<file path="config.mk">
export PLATFORM = sky130hd
export DESIGN_NAME = avl_word_bridge
export DESIGN_NICKNAME = d
export VERILOG_FILES = /design/src/rtl/avl_bridge_pkg.sv /design/src/rtl/avl_line_buf.sv /design/src/rtl/avl_word_bridge.sv
export SDC_FILE = /design/constraint.sdc
export NUM_CORES = 1
export LEC_CHECK = 0
export BUFFER_PORTS_ARGS = -buffer_cell sky130_fd_sc_hd__buf_2
export CAP_MARGIN = 10
export CORE_AREA = 3 3 158 160
export DETAILED_ROUTE_END_ITERATION = 12
export DIE_AREA = 0 0 161 163
export PLACE_DENSITY = 0.56
export SYNTH_ARGS = -nofsm -noshare
export SYNTH_HDL_FRONTEND = slang
export SYNTH_SLANG_ARGS = --single-unit
</file>
<file path="constraint.sdc">
create_clock -name iCLK -period 1.9 [get_ports iCLK]
set_input_delay 0.285 -clock iCLK [delete_from_list [all_inputs] [get_ports iCLK]]
set_output_delay 0.285 -clock iCLK [all_outputs]
set_load 0.02 [all_outputs]
</file>
<file path="src/rtl/avl_bridge_pkg.sv">
// Shared types and constants for the CPU-to-Avalon word bridge.
package avl_bridge_pkg;

  localparam int unsigned AVL_ADDR_W_DEF = 26;
  localparam int unsigned AVL_DATA_W_DEF = 128;
  localparam int unsigned CPU_ADDR_W_DEF = 32;
  localparam int unsigned CPU_DATA_W_DEF = 32;

  typedef enum logic [2:0] {
    ST_IDLE    = 3'd0,
    ST_WR      = 3'd1,
    ST_RD_REQ  = 3'd2,
    ST_RD_WAIT = 3'd3,
    ST_RESP    = 3'd4
  } state_e;

  function automatic int unsigned clog2(input int unsigned value);
    int unsigned r;
    r = 0;
    while ((32'd1 << r) < value) r++;
    return r;
  endfunction

endpackage

</file>
<file path="src/rtl/avl_line_buf.sv">
// One-entry read line buffer: tag/valid compare, fill and byte-masked write-through.
module avl_line_buf
  import avl_bridge_pkg::*;
#(
  parameter int unsigned ADDR_W = AVL_ADDR_W_DEF,
  parameter int unsigned DATA_W = AVL_DATA_W_DEF
) (
  input  logic                clk_i,
  input  logic                rst_n_i,
  input  logic [ADDR_W-1:0]   lookup_addr_i,
  output logic                hit_o,
  output logic [DATA_W-1:0]   line_o,
  input  logic                fill_en_i,
  input  logic [ADDR_W-1:0]   fill_addr_i,
  input  logic [DATA_W-1:0]   fill_data_i,
  input  logic                wr_en_i,
  input  logic [ADDR_W-1:0]   wr_addr_i,
  input  logic [DATA_W-1:0]   wr_data_i,
  input  logic [DATA_W/8-1:0] wr_be_i
);

  logic              valid_q, valid_d;
  logic [ADDR_W-1:0] tag_q, tag_d;
  logic [DATA_W-1:0] data_q, data_d;

  assign hit_o  = valid_q && (tag_q == lookup_addr_i);
  assign line_o = data_q;

  always_comb begin
    valid_d = valid_q;
    tag_d   = tag_q;
    data_d  = data_q;
    if (fill_en_i) begin
      valid_d = 1'b1;
      tag_d   = fill_addr_i;
      data_d  = fill_data_i;
    end else if (wr_en_i && valid_q && (tag_q == wr_addr_i)) begin
      for (int unsigned b = 0; b < DATA_W / 8; b++)
        if (wr_be_i[b]) data_d[b*8 +: 8] = wr_data_i[b*8 +: 8];
    end
  end

  always_ff @(posedge clk_i or negedge rst_n_i) begin
    if (!rst_n_i) begin
      valid_q <= 1'b0;
      tag_q   <= '0;
      data_q  <= '0;
    end else begin
      valid_q <= valid_d;
      tag_q   <= tag_d;
      data_q  <= data_d;
    end
  end

endmodule

</file>
<file path="src/rtl/avl_word_bridge.sv">
// CPU word request to single line-wide Avalon-MM transaction bridge.
// Optional one-entry read line buffer enabled by AVL_BRIDGE_LINE_BUF_EN.
module avl_word_bridge
  import avl_bridge_pkg::*;
#(
  parameter int unsigned AVL_ADDR_W = AVL_ADDR_W_DEF,
  parameter int unsigned AVL_DATA_W = AVL_DATA_W_DEF,
  parameter int unsigned CPU_ADDR_W = CPU_ADDR_W_DEF,
  parameter int unsigned CPU_DATA_W = CPU_DATA_W_DEF
) (
  input  logic                    iCLK,
  input  logic                    iRST_n,
  input  logic                    cpu_req,
  input  logic                    cpu_we,
  input  logic [CPU_ADDR_W-1:0]   cpu_addr,
  input  logic [CPU_DATA_W-1:0]   cpu_wdata,
  input  logic [CPU_DATA_W/8-1:0] cpu_be,
  output logic                    cpu_ready,
  output logic                    cpu_wdone,
  output logic                    cpu_rvalid,
  output logic [CPU_DATA_W-1:0]   cpu_rdata,
  output logic                    cpu_err,
  input  logic                    avl_waitrequest,
  input  logic                    avl_readdatavalid,
  input  logic [AVL_DATA_W-1:0]   avl_readdata,
  output logic [AVL_ADDR_W-1:0]   avl_address,
  output logic                    avl_read,
  output logic                    avl_write,
  output logic [AVL_DATA_W-1:0]   avl_writedata,
  output logic [AVL_DATA_W/8-1:0] avl_byteenable
);

  localparam int unsigned LB       = clog2(AVL_DATA_W / 8);
  localparam int unsigned WB       = clog2(CPU_DATA_W / 8);
  localparam int unsigned NW       = AVL_DATA_W / CPU_DATA_W;
  localparam int unsigned IDX_W    = (NW > 1) ? clog2(NW) : 1;
  localparam int unsigned CPU_BE_W = CPU_DATA_W / 8;
  localparam int unsigned AVL_BE_W = AVL_DATA_W / 8;

  state_e                  state_q, state_d;
  logic [AVL_ADDR_W-1:0]   addr_q, addr_d;
  logic [IDX_W-1:0]        idx_q, idx_d;
  logic [CPU_DATA_W-1:0]   wdata_q, wdata_d;
  logic [CPU_BE_W-1:0]     be_q, be_d;
  logic [CPU_DATA_W-1:0]   rdata_q, rdata_d;
  logic                    wdone_q, wdone_d;
  logic                    err_q, err_d;
  logic                    hit_q, hit_d;

  logic [AVL_ADDR_W-1:0]   line_addr;
  logic [IDX_W-1:0]        word_idx;
  logic                    misalign;
  logic                    lb_hit;
  logic [AVL_DATA_W-1:0]   lb_line;
  logic [AVL_BE_W-1:0]     be_line;
  logic                    unused_addr;

  assign line_addr   = cpu_addr[LB +: AVL_ADDR_W];
  assign unused_addr = ^cpu_addr;

  if (NW > 1) begin : g_idx
    assign word_idx = cpu_addr[WB +: IDX_W];
  end else begin : g_no_idx
    assign word_idx = '0;
  end

  if (WB > 0) begin : g_align
    assign misalign = |cpu_addr[WB-1:0];
  end else begin : g_no_align
    assign misalign = 1'b0;
  end

  function automatic logic [CPU_DATA_W-1:0] sel_word(input logic [AVL_DATA_W-1:0] ln,
                                                      input logic [IDX_W-1:0] idx);
    logic [CPU_DATA_W-1:0] w_sel;
    w_sel = '0;
    for (int unsigned w = 0; w < NW; w++)
      if (idx == IDX_W'(w)) w_sel = ln[w*CPU_DATA_W +: CPU_DATA_W];
    return w_sel;
  endfunction

  always_comb begin
    be_line = '0;
    for (int unsigned w = 0; w < NW; w++)
      if (idx_q == IDX_W'(w)) be_line[w*CPU_BE_W +: CPU_BE_W] = be_q;
  end

  always_comb begin
    state_d = state_q;
    addr_d  = addr_q;
    idx_d   = idx_q;
    wdata_d = wdata_q;
    be_d    = be_q;
    rdata_d = rdata_q;
    hit_d   = hit_q;
    wdone_d = 1'b0;
    err_d   = 1'b0;
    unique case (state_q)
      ST_IDLE: begin
        if (cpu_req) begin
          if (misalign) begin
            err_d = 1'b1;
          end else begin
            addr_d  = line_addr;
            idx_d   = word_idx;
            wdata_d = cpu_wdata;
            be_d    = cpu_be;
            hit_d   = !cpu_we && lb_hit;
            // A buffer hit skips the Avalon request and resolves in RD_WAIT.
            if (cpu_we)      state_d = ST_WR;
            else if (lb_hit) state_d = ST_RD_WAIT;
            else             state_d = ST_RD_REQ;
          end
        end
      end
      ST_WR: begin
        if (!avl_waitrequest) begin
          wdone_d = 1'b1;
          state_d = ST_IDLE;
        end
      end
      ST_RD_REQ: begin
        if (!avl_waitrequest) state_d = ST_RD_WAIT;
      end
      ST_RD_WAIT: begin
        if (hit_q) begin
          rdata_d = sel_word(lb_line, idx_q);
          state_d = ST_RESP;
        end else if (avl_readdatavalid) begin
          rdata_d = sel_word(avl_readdata, idx_q);
          state_d = ST_RESP;
        end
      end
      ST_RESP: state_d = ST_IDLE;
      default: state_d = ST_IDLE;
    endcase
  end

  always_ff @(posedge iCLK or negedge iRST_n) begin
    if (!iRST_n) begin
      state_q <= ST_IDLE;
      addr_q  <= '0;
      idx_q   <= '0;
      wdata_q <= '0;
      be_q    <= '0;
      rdata_q <= '0;
      hit_q   <= 1'b0;
      wdone_q <= 1'b0;
      err_q   <= 1'b0;
    end else begin
      state_q <= state_d;
      addr_q  <= addr_d;
      idx_q   <= idx_d;
      wdata_q <= wdata_d;
      be_q    <= be_d;
      rdata_q <= rdata_d;
      hit_q   <= hit_d;
      wdone_q <= wdone_d;
      err_q   <= err_d;
    end
  end

`ifdef AVL_BRIDGE_LINE_BUF_EN
  avl_line_buf #(
    .ADDR_W (AVL_ADDR_W),
    .DATA_W (AVL_DATA_W)
  ) u_line_buf (
    .clk_i         (iCLK),
    .rst_n_i       (iRST_n),
    .lookup_addr_i (line_addr),
    .hit_o         (lb_hit),
    .line_o        (lb_line),
    .fill_en_i     ((state_q == ST_RD_WAIT) && !hit_q && avl_readdatavalid),
    .fill_addr_i   (addr_q),
    .fill_data_i   (avl_readdata),
    .wr_en_i       ((state_q == ST_WR) && !avl_waitrequest),
    .wr_addr_i     (addr_q),
    .wr_data_i     (avl_writedata),
    .wr_be_i       (be_line)
  );
`else
  assign lb_hit  = 1'b0;
  assign lb_line = '0;
`endif

  assign cpu_ready      = (state_q == ST_IDLE);
  assign cpu_rvalid     = (state_q == ST_RESP);
  assign cpu_wdone      = wdone_q;
  assign cpu_err        = err_q;
  assign cpu_rdata      = rdata_q;
  assign avl_address    = addr_q;
  assign avl_read       = (state_q == ST_RD_REQ);
  assign avl_write      = (state_q == ST_WR);
  assign avl_writedata  = {NW{wdata_q}};
  assign avl_byteenable = be_line;

endmodule

</file>
; ---- Yosys cells after proc, flatten, opt, wreduce, memory -nomap -nowiden
; Cells that the tools add are included.
; Widths: inputs -> output; s select.
[totals]
ff_bits = 101
inputBits = 202
output_inout_bits = 208
word_cells = 48
[classes]
eq_ne = 12
mux = 21
bitwise = 1
n_reduce_logical = 6
[op_table]
columns = cell, count
row1 = $mux 32, 5
row2 = $mux 4, 4
row3 = $mux 3, 5
row4 = $pmux 3 s4, 1
row5 = $ne 2x2->1 const B, 5
row6 = $eq 3x2->1 const B, 2
row7 = $mux 1, 5
row8 = $reduce_and 5->1, 1
row9 = $eq 2x2->1 const B, 2
row10 = $eq 3x1->1 const B, 1
row11 = $eq 3x3->1 const B, 1
row12 = $logic_not 3->1, 1
row13 = $reduce_and 3->1, 1
row14 = $eq 2x1->1 const B, 1
row15 = $logic_not 2->1, 1
row16 = $mux 2, 1
row17 = $reduce_and 2->1, 1
row18 = $reduce_or 2->1, 1
row19 = $not 1->1, 1

; ---- Longest topological paths before layout
[logic_depth]
ltp_word = 6
mapped_depth = 5
depth_no_buf = 3

; ---- Worst setup path after synthesis
; Ideal clock, no wire load.
[synth_timing]
kind = reg-to-reg
start = reg state_q[0]
end = reg addr_q[0], in the netlist avl_address[0]
setup_ns = 0.125
arrival_ns = 1.487
required_ns = 1.775
setup_slack_ns = 0.288
path_stages_with_launch = 6
path_buffers = 2
period_less_slack_ns = 1.612
path_cell_list = dfrtp_1 buf_2 nor3_4 nand2_4 buf_6 mux2_4
[synth_via]
elab_chain_cells = 2
[synth_rtl]
columns = element, line
row1 = start: declaration, avl_word_bridge.sv:40  ; state_e state_q, state_d;
row2 = start signal: assignment, avl_word_bridge.sv:151  ; state_q <= state_d;
row3 = $logic_not 3->1, n/a
row4 = named net cpu_ready, avl_word_bridge.sv:18  ; output logic cpu_ready,
row5 = $reduce_and 3->1 (no source line), n/a
row6 = end signal: assignment, avl_word_bridge.sv:152  ; addr_q <= addr_d;
row7 = end: declaration, avl_word_bridge.sv:41  ; logic [AVL_ADDR_W-1:0] addr_q, addr_d;
; The timed path passes the listed nets, and every way through them passes these cells.
; A chain may end at the register's enable or synchronous reset.

; ---- Final worst setup path
[layout_timing]
start = reg idx_q[0]
end = out avl_byteenable[3]
[layout_via]
elab_chain_cells = 2
[layout_rtl]
columns = element, line
row1 = start: declaration, avl_word_bridge.sv:42  ; logic [IDX_W-1:0] idx_q, idx_d;
row2 = start signal: assignment, avl_word_bridge.sv:153  ; idx_q <= idx_d;
row3 = $logic_not 2->1, avl_word_bridge.sv:85  ; if (idx_q == IDX_W'(w)) be_line[w*CPU_BE_W +: CPU_BE_W] = be_q;
row4 = $mux 4, avl_word_bridge.sv:85
row5 = end: declaration, avl_word_bridge.sv:30  ; output logic [AVL_DATA_W/8-1:0] avl_byteenable
; Every way passes these cells.

==> impl_metrics.env <==
export IMPL_status="finished with violations"
export IMPL_failed_checks="hold timing"
export IMPL_mostFrequentLayoutCell="buf_2"
export IMPL_cp_end_kind="primary output"
export IMPL_n_fill_cell=2383
export IMPL_wl_per_cell_microns=16.28
export IMPL_ir_drop_mv=1.066
export IMPL_path_clk_slew_ns=0.08
export IMPL_final_net_count=897
export IMPL_yosys_area_share_adder_pct=0
export IMPL_crit_fanout=9
export IMPL_coreArea_sq_um=23540
export IMPL_startpoint_type="flip-flop"
export IMPL_grt_max_degree=102
export IMPL_synth_top_family_by_area="multiplexers"
export IMPL_drv_slew=0
export IMPL_drc=0
export IMPL_num_antenna_cells=0
export IMPL_antenna_found_initial=0
export IMPL_vias=4104
export IMPL_ys_ff_latch=101
export IMPL_netlist_top_cell_by_area="dfrtp_1"
export IMPL_p_per_area_nw_per_um2=1871
export IMPL_routed_wl_mm=16.59
export IMPL_finalSetupViolations=0
export IMPL_worstPathArrival_ns=1.51
export IMPL_io_pins=410
export IMPL_cts_root_buf="clkbuf_16"
export IMPL_p_total_w=0.01440
export IMPL_place_gp_congestion=0.7726
export IMPL_clk_latency_ns=0.35
export IMPL_drt_initial_drc_count=144
export IMPL_synth_xor_area_share_pct=0
export IMPL_crit_path_cell_trace="buf_4 -> nor2_1 -> and2_1 -> buf_2"
export IMPL_port_buffers=407
export IMPL_timing_final_crit_period_ns=1.799
export IMPL_dpl_cell_area_sq_um=7388
export IMPL_timing_setup_tns_ns=0
export IMPL_h_tree_depth=3
export IMPL_rows=56
export IMPL_synthMuxAreaShare_pct=35.78
export IMPL_r2r_setup_slack_ns=0.19
export IMPL_max_stage_delay_ns=0.41
export IMPL_met1_usage_pct=14.79
export IMPL_hold_ws_ns=-0.007722
export IMPL_crit_path_top_delay_cell="dfrtp_2"
export IMPL_busiest_layer="met2"
export IMPL_yosys_top_cells_area="dfrtp_1, mux2_4, buf_4"
export IMPL_rsz0062_at_grt="false"
export IMPL_drive_above_1_share_pct=81.00
export IMPL_yosysWarnings=0
export IMPL_avgViaCountPerCell=4.027
export IMPL_synth_top_area_share_pct=44.61
export IMPL_synthCells=382
export IMPL_hold_path_class="input pin to async pin"
export IMPL_numCtsBuffers=9
export IMPL_die_area_sq_um=26240
export IMPL_mappedNetlistNets=584
export IMPL_overflow=0
export IMPL_final_cell_mix="buf_2, dfrtp_1, mux2_4"
export IMPL_drtAntennaViolNets=0
export IMPL_synth_seq_area_share_pct=44.61
export IMPL_synth_simple_area_share_pct=3.821
export IMPL_grt_pass1_vias=4111
export IMPL_hpwl_mm=12.91
export IMPL_synth_area_sq_um=5665
export IMPL_initial_core_util_pct=24.06
export IMPL_r2r_end="cpu_rdata[1]"
export IMPL_die_w_microns=161
export IMPL_slew_headroom_pct=61.73
export IMPL_grt_pass1_wl_mm=24.47
export IMPL_final_period_utilization_pct=94.66
export IMPL_skew_ns=0.01153
export IMPL_synth_cell_types=27
export IMPL_cts_buffer_depth=2
export IMPL_critPathKind="flip-flop to primary output"
export IMPL_worst_pin_slew_ns=0.5740
export IMPL_met3_usage_pct=2.670
export IMPL_max_cap_violations=0
export IMPL_p_leak_nw=4.182
export IMPL_clock_sinks=101
export IMPL_dr_pass1_iters=4
export IMPL_finalHoldViolCount=10
export IMPL_grt_util_all_layers_pct=12.04
export IMPL_die_y_microns=163
export IMPL_area_growth_pct=35.80
export IMPL_syn_area_per_cell_sq_um=14.83
export IMPL_cts_tree="built"
export IMPL_stdcell_area_sq_um=7694
export IMPL_reg2reg_from="idx_q[0]"
export IMPL_timing_fmax_ghz=0.5560
export IMPL_required_ns=1.62
export IMPL_rr_worst_depth=4
export IMPL_synth_compound_area_share_pct=0.7067
export IMPL_hold_buffers=0
export IMPL_met2_usage_pct=20.77
worst max path at each step:
stage / startpoint / endpoint / slack [ns] / cells past startpoint
global route: idx_q[0] / avl_byteenable[1] / 0.03 / 4
detailed placement: idx_q[0] / cpu_rdata[1] / 0.21 / 3
floorplan: state_q[0] / avl_address[0] / 0.29 / 5
CTS: idx_q[0] / avl_byteenable[3] / 0.05 / 4
global placement: idx_q[0] / cpu_rdata[1] / 0.23 / 3
finish: idx_q[0] / avl_byteenable[3] / 0.10 / 4
routing by layer:
layer	wire length [microns]	vias up
li1	-	1896
met1	6568	1989
met5	0	-
met4	288	0
met3	1193	15
met2	8538	204
timing repair:
action                     CTS  global route
setup buffers                1             0
setup endpoints to repair   12             0
hold endpoints to repair     0             0
gates resized for setup      2             0
power breakdown:
part / switching [W] / internal, W
Sequential: 0.000899 / 0.00321
Combinational: 0.00475 / 0.00368
Clock: 0.000927 / 0.000926
through the flow:
step           hold WS (ns)  util [%]  instances  setup slack [ns]
6_report          -0.007722     32.68       1019            0.1015
2_1_floorplan      -0.01059         -        382            0.2876
4_1_cts            0.007418     32.68       1019           0.05462
5_1_grt             0.02620     32.68       1019           0.02523
3_5_place_dp         0.4120     31.38       1002            0.2064
3_3_place_gp         0.4137     31.38       1002            0.2347
cell families (layout without fill, tap and decap cells):
family                 count (synthesis)  after routing
buffers and inverters                117            435
muxes                                128            128
DFF                                  101            101
AOI/OAI and AO/OA                      5              5
and+or+nand+nor                       31             31
worst max-delay path: cells and delay by family (launching register included):
kind	cells	cell delay, ns
buffers and inverters	2	0.33
AND/OR/NAND/NOR	2	0.42
flip-flops	1	0.41
final cells by class:
cell class	count	area [sq um]	area share, %
Clock buffer	9	225.2	2.927
Clock inverter	7	67.56	0.8782
Inverter	2	7.507	0.09758
Multi-Input combinational cell	164	2288	29.74
Sequential cell	101	2529	32.87
Tap cell	319	399.1	5.188
Timing Repair Buffer	417	2177	28.30
synth_stat cells, drive strengths merged:
library cell	instances
and3	4
nor4b	1
nand2b	1
nand4b	1
a21oi	1
inv	2
o21bai	1
clkbuf	2
dfrtp	101
mux2	96
o211a	1
nor2b	4
nor3	2
nor3b	3
a311oi	2
nand2	2
buf	113
nor2	1
and2	12
mux4	32
sequential cells by signal, summed over array words and instances, names as in the netlist:
signal       count
cpu_err          1
state_q          3
idx_q            2
cpu_rdata       32
cpu_wdone        1
avl_address     26
be_q             4
wdata_q         32
No activity file was read; power rests on OpenSTA's default activity.
